`src/rtl/gpio_led_ctrl_pkg.sv`:
```
// Shared definitions for the 0xF0000000 GPIO/LED port: field positions,
// decoded control bit indices and the blink FSM state encoding.
package gpio_pkg;

  localparam logic [31:0] GPIO_BASE_ADDR = 32'hF000_0000;

  localparam int CS_LSB   = 0;
  localparam int CS_W     = 2;
  localparam int LED_LSB  = 2;
  localparam int LED_W    = 8;
  localparam int GPIO_LSB = 10;
  localparam int GPIO_W   = 22;

  // Indices within the GPIOf0 field
  localparam int BLINK_EN_BIT = 0;
  localparam int RATE_LSB     = 1;
  localparam int RATE_W       = 2;

  typedef enum logic [1:0] {
    IDLE = 2'd0,
    ON   = 2'd1,
    OFF  = 2'd2
  } blink_state_t;

endpackage

```
`src/rtl/gpio_led_ctrl_blink_timer.sv`:
```
// Half-period tick counter for the LED blinker; HP = PRESCALE << rate.
module blink_timer
  import gpio_pkg::*;
#(
  parameter int unsigned PRESCALE = 32'd25_000_000,
  parameter int          CNT_W    = 32
) (
  input  logic              clk,
  input  logic              rst,
  input  logic              clear,
  input  logic              run,
  input  logic [RATE_W-1:0] rate,
  output logic              expire
);

  logic [CNT_W-1:0] tick;
  logic [CNT_W-1:0] hp_m1;

  assign hp_m1  = (CNT_W'(PRESCALE) << rate) - CNT_W'(1);
  assign expire = run && (tick == hp_m1);

  // Clear wins over counting so a write always restarts from zero
  always_ff @(posedge clk) begin
    if (rst || clear) begin
      tick <= '0;
    end else if (run) begin
      tick <= expire ? '0 : tick + CNT_W'(1);
    end
  end

endmodule

```
`src/rtl/gpio_led_ctrl.sv`:
```
// GPIO/LED register port with autonomous blinker and one-cycle write ack.
// Optional macro GPIO_READBACK_EN adds the gpio_rdata readback output.
module gpio_led_ctrl
  import gpio_pkg::*;
#(
  parameter int unsigned PRESCALE = 32'd25_000_000,
  parameter int          CNT_W    = 32
) (
  input  logic        clk,
  input  logic        rst,
  input  logic        GPIOf0000000_we,
  input  logic [31:0] Peripheral_in,
  output logic [1:0]  counter_set,
  output logic [7:0]  led_out,
  output logic [21:0] GPIOf0,
  output logic        wr_ack,
`ifdef GPIO_READBACK_EN
  output logic [31:0] gpio_rdata,
`endif
  output logic        blink_phase
);

  logic [31:0]       ctrl_q;
  blink_state_t      state_q;
  blink_state_t      state_d;
  logic              blink_en;
  logic              new_blink_en;
  logic [RATE_W-1:0] rate;
  logic              timer_clear;
  logic              timer_run;
  logic              expire;

  assign counter_set  = ctrl_q[CS_LSB +: CS_W];
  assign GPIOf0       = ctrl_q[GPIO_LSB +: GPIO_W];
  assign blink_en     = GPIOf0[BLINK_EN_BIT];
  assign rate         = GPIOf0[RATE_LSB +: RATE_W];
  assign new_blink_en = Peripheral_in[GPIO_LSB + BLINK_EN_BIT];

  always_ff @(posedge clk) begin
    if (rst) begin
      ctrl_q  <= '0;
      wr_ack  <= 1'b0;
      state_q <= IDLE;
    end else begin
      if (GPIOf0000000_we) ctrl_q <= Peripheral_in;
      wr_ack  <= GPIOf0000000_we;
      state_q <= state_d;
    end
  end

  // A write restarts the blinker from ON (or parks it) and beats tick expiry
  always_comb begin
    state_d     = state_q;
    timer_clear = GPIOf0000000_we || (state_q == IDLE);
    timer_run   = (state_q == ON) || (state_q == OFF);
    case (state_q)
      IDLE:    if (blink_en) state_d = ON;
      ON:      if (expire) state_d = OFF;
      OFF:     if (expire) state_d = ON;
      default: state_d = IDLE;
    endcase
    if (GPIOf0000000_we) state_d = new_blink_en ? ON : IDLE;
  end

  blink_timer #(
    .PRESCALE (PRESCALE),
    .CNT_W    (CNT_W)
  ) u_blink_timer (
    .clk    (clk),
    .rst    (rst),
    .clear  (timer_clear),
    .run    (timer_run),
    .rate   (rate),
    .expire (expire)
  );

  assign blink_phase = (state_q == OFF);
  assign led_out     = blink_phase ? 8'h00 : ctrl_q[LED_LSB +: LED_W];

`ifdef GPIO_READBACK_EN
  assign gpio_rdata = {GPIOf0, led_out, counter_set};
`endif

endmodule
```
`config.mk`:
```
export PLATFORM = sky130hd
export DESIGN_NAME = gpio_led_ctrl
export DESIGN_NICKNAME = d
export VERILOG_FILES = /design/src/rtl/gpio_led_ctrl_pkg.sv /design/src/rtl/gpio_led_ctrl_blink_timer.sv /design/src/rtl/gpio_led_ctrl.sv
export SDC_FILE = /design/constraint.sdc
export NUM_CORES = 1
export LEC_CHECK = 0
export CAP_MARGIN = 25
export CORE_UTILIZATION = 46
export CTS_CLUSTER_SIZE = 10
export DETAILED_ROUTE_END_ITERATION = 10
export PLACE_DENSITY = 0.76
export SLEW_MARGIN = 30
export SYNTH_ARGS = -nofsm -noshare
export SYNTH_HDL_FRONTEND = slang
export SYNTH_SLANG_ARGS = --single-unit
```
`constraint.sdc`:
```
create_clock -name clk -period 2.4 [get_ports clk]
set_clock_uncertainty 0.2 [all_clocks]
set_input_delay 0.48 -clock clk [delete_from_list [all_inputs] [get_ports clk]]
set_output_delay 0.48 -clock clk [all_outputs]
set_load 0.03 [all_outputs]
```
==> impl_metrics.csv <==
group,metric,value,unit
status,status,"complete, but fails checks",
status,violations,"setup timing",
cells_and_area,area_growth,27.3,%
logic_synthesis,synth_adder_area_share,2.24,%
floorplanning,die_width,87.3,microns
setup_path,endpoint_kind,"register",
setup_path,critPathLaunch,"ctrl_q[11]$_SDFFE_PP0P_",
power_and_ir_drop,power.leakage,1.71,nW
placement,dpl_cell_area,4050,sq um
sta,fmax,0.415,GHz
cells_and_area,drive_gt1_share,13.6,%
placement,hpwlAfterDp,5.28,mm
route,firstDrtPassIters,6,
logic_synthesis,muxShareOfSynthArea,10.1,%
setup_path,crit_fanout,4,
cells_and_area,fillers,600,
global_route,grt_pass1_vias,2580,
clock_network,clk_path_buf_depth,2,
logic_synthesis,yosysUniqueCellTypes,48,
route,drt_iter0_drc,100,
logic_synthesis,synthXorXnorAreaFrac,8.64,%
sta,setup_violations,1,
clock_network,cts_tree,"built",
cells_and_area,final_cell_mix,"nor2_1, dfxtp_1, clkdlybuf4s50_1",
floorplanning,start_util,48.4,%
logic_synthesis,ys_seq_area_share,40.1,%
placement,dp_cells,514,
logic_synthesis,synth_compound_area_share,5.91,%
sta,setup_ws,-0.00879,ns
logic_synthesis,synth-seq-cells,67,
setup_path,cpMaxStageDelayCell,"dfxtp_2",
sta,period_minus_slack,2.41,ns
setup_path,path_buf_inv,1,
logic_synthesis,syn-instance-count,371,
cells_and_area,nNetsFinal,471,
route,drc,0,
setup_path,reg2reg_from,"ctrl_q[11]$_SDFFE_PP0P_",
cells_and_area,antenna_cells,0,
logic_synthesis,yosysTopAreaCellShare,40.1,%
global_route,grt_use_total,19.6,%
route,post_drt_wl_per_cell,13.5,microns
logic_synthesis,synth_area_leader_cell,"dfxtp_1",
global_route,grt_max_degree,37,
setup_path,start_kind,"register",
clock_network,cts.sinks,67,
floorplanning,die_area,7620,sq um
clock_network,root_buffer,"clkbuf_8",
power_and_ir_drop,power.density,573,nW/um^2
cells_and_area,design_area,4260,sq um
route,routed_via_density,5.08,
sta,fin_crit_sh,100,%
logic_synthesis,synth-simple-area-share,24.5,%
hold_path,hold_class,"primary input to register",
setup_path,critical_path.max_stage_delay,0.34,ns
route,vias,2697,
floorplanning,die_h,87.3,microns
logic_synthesis,syn_avg_cell_area,9.02,sq um
placement,place.gp.congestion,0.910,
global_route,grt_pass1_wl,11.6,mm
floorplanning,rows,30,
clock_network,ctsHoldBuffers,0,
clock_network,clk_pin_slew_worst_paths,0.08,ns
sta,tns,-0.00879,ns
route,wl,7.16,mm
sta,hold_viol_final,0,
sta,drv_slew,0,
clock_network,cts_max_level,3,
placement,port_buffers,68,
logic_synthesis,synth-main-ff-cell,"dfxtp_1",
sta,rsz0062_at_grt,"true",
logic_synthesis,synth_edf_count,0,
hold_path,hold_start,"GPIOf0000000_we",
logic_synthesis,netlist_top_cells_area,"dfxtp_1, mux2i_1, nor2_1, xor2_1, buf_4",
sta,maxSlewHeadroom,73.1,%
setup_path,cp_top_family,"multiplexers",
clock_network,cts_buffers,9,
clock_network,insertion_delay,0.34,ns
cells_and_area,finalNonFillerCells,531,
global_route,overflow,0,
global_route,antenna_found_initial,0,
logic_synthesis,synth_top_family_by_area,"simple AND/OR/NAND/NOR gates",
logic_synthesis,yosys_warnings,0,
cells_and_area,layout_commonest_cell,"nor2_1",
cells_and_area,final_core_util,61.7,%
logic_synthesis,syn_nets,412,
setup_path,crit_required,2.43,ns
power_and_ir_drop,vdd_drop_max,0.344,mV
power_and_ir_drop,p_total,2.44,mW
logic_synthesis,synthesis.area,3350,sq um
setup_path,critPathKind,"register to register",
floorplanning,ioPinCount,69,
route,drtAntennaViolNets,0,
setup_path,crit_arrival,2.44,ns
logic_synthesis,async_flop_share,0,%
floorplanning,core,6910,sq um
setup_path,path_cells,"or2_4 > ha_4 > mux2_2 > nor3b_2 > o22ai_2 > a2111oi_4 > buf_4 > a21oi_2 > mux2_4",
sta,worst_slew_pin_slew,0.401,ns
run,maxCapViolCount,0,
## cells by family after synthesis
kind of cell	after synthesis
simple gates	165
flops	67
buf+inv	43
xor+xnor	33
mux	33
compound gates	24
fa+ha+maj	6
## path summary, 6_finish.rpt
check / cells past startpoint / slack [ns] / end
worst max-delay path: 9 / -0.009 / state_q[0]$_SDFFE_PP0P_
worst min-delay path: 3 / 0.28 / ctrl_q[10]$_SDFFE_PP0P_
worst max register to register: 9 / -0.009 / state_q[0]$_SDFFE_PP0P_
worst min register to register: 2 / 0.29 / ctrl_q[2]$_SDFFE_PP0P_
## routing by layer
layer  up-vias  global-route usage [%]  part of all wire, %
met3         8                    6.54                  4.4
met2        58                    32.5                   49
met1      1291                    23.8                   45
met4         0                    6.86                  1.1
li1       1340                       -                    -
met5         -                       0                    0
## where the power goes
part	internal [mW]	switching (mW)	leakage (nW)
sequential	1.15	0.0178	0.548
combinational	0.173	0.173	1.07
clock	0.486	0.443	0.0998
## cell type report
type | instances | area (sq um) | share of cell area (%)
inverter | 5 | 18.8 | 0.441
tap | 96 | 120 | 2.82
timing repair buffer | 86 | 828 | 19.4
multi-input combinational | 261 | 1750 | 41.0
clock buffer | 9 | 124 | 2.91
sequential | 67 | 1350 | 31.6
clock inverter | 7 | 77.6 | 1.82
## worst reg2reg max path: cells and delay by family, from the launching register on
family                     cells  cell delay [ns]
adders and majority gates      1             0.16
DFF                            1             0.34
and+or+nand+nor                2             0.47
AOI/OAI and AO/OA              3             0.40
buffers and inverters          1             0.18
muxes                          2             0.55
## metrics by stage
stage / hold slack (ns) / setup slack [ns]
3_3_place_gp: 0.265 / 0.0282
5_1_grt: 0.271 / -0.0867
4_1_cts: 0.256 / -0.00621
6_report: 0.276 / -0.00879
3_5_place_dp: 0.273 / -0.0201
2_1_floorplan: 0.252 / -0.0203
## synth_stat cells, drive strengths merged, types with 3 or more instances
| library cell | n |
|---|---|
| nand3 | 11 |
| buf | 35 |
| ha | 6 |
| a21oi | 5 |
| dfxtp | 67 |
| mux2i | 31 |
| nand4b | 3 |
| and4 | 3 |
| nand2b | 4 |
| o22ai | 3 |
| nor2b | 12 |
| nor2 | 75 |
| or2 | 4 |
| clkbuf | 3 |
| nor3 | 6 |
| inv | 5 |
| o21ai | 4 |
| xnor2 | 10 |
| nand2 | 22 |
| and3 | 10 |
| nand4 | 8 |
| xor2 | 23 |
## registers in the layout (all words and copies together) (netlist names)
signal and flops:
u_blink_timer.tick 32, ctrl_q 32, wr_ack 1, state_q 2
## what timing repair did
item,in CTS,in global routing
resized for setup,11,3
hold endpoints to repair,0,0
endpoints found under the setup margin,10,29
pin swaps,0,2
buffers inserted,1,0
(Power assumes the default switching activity.)
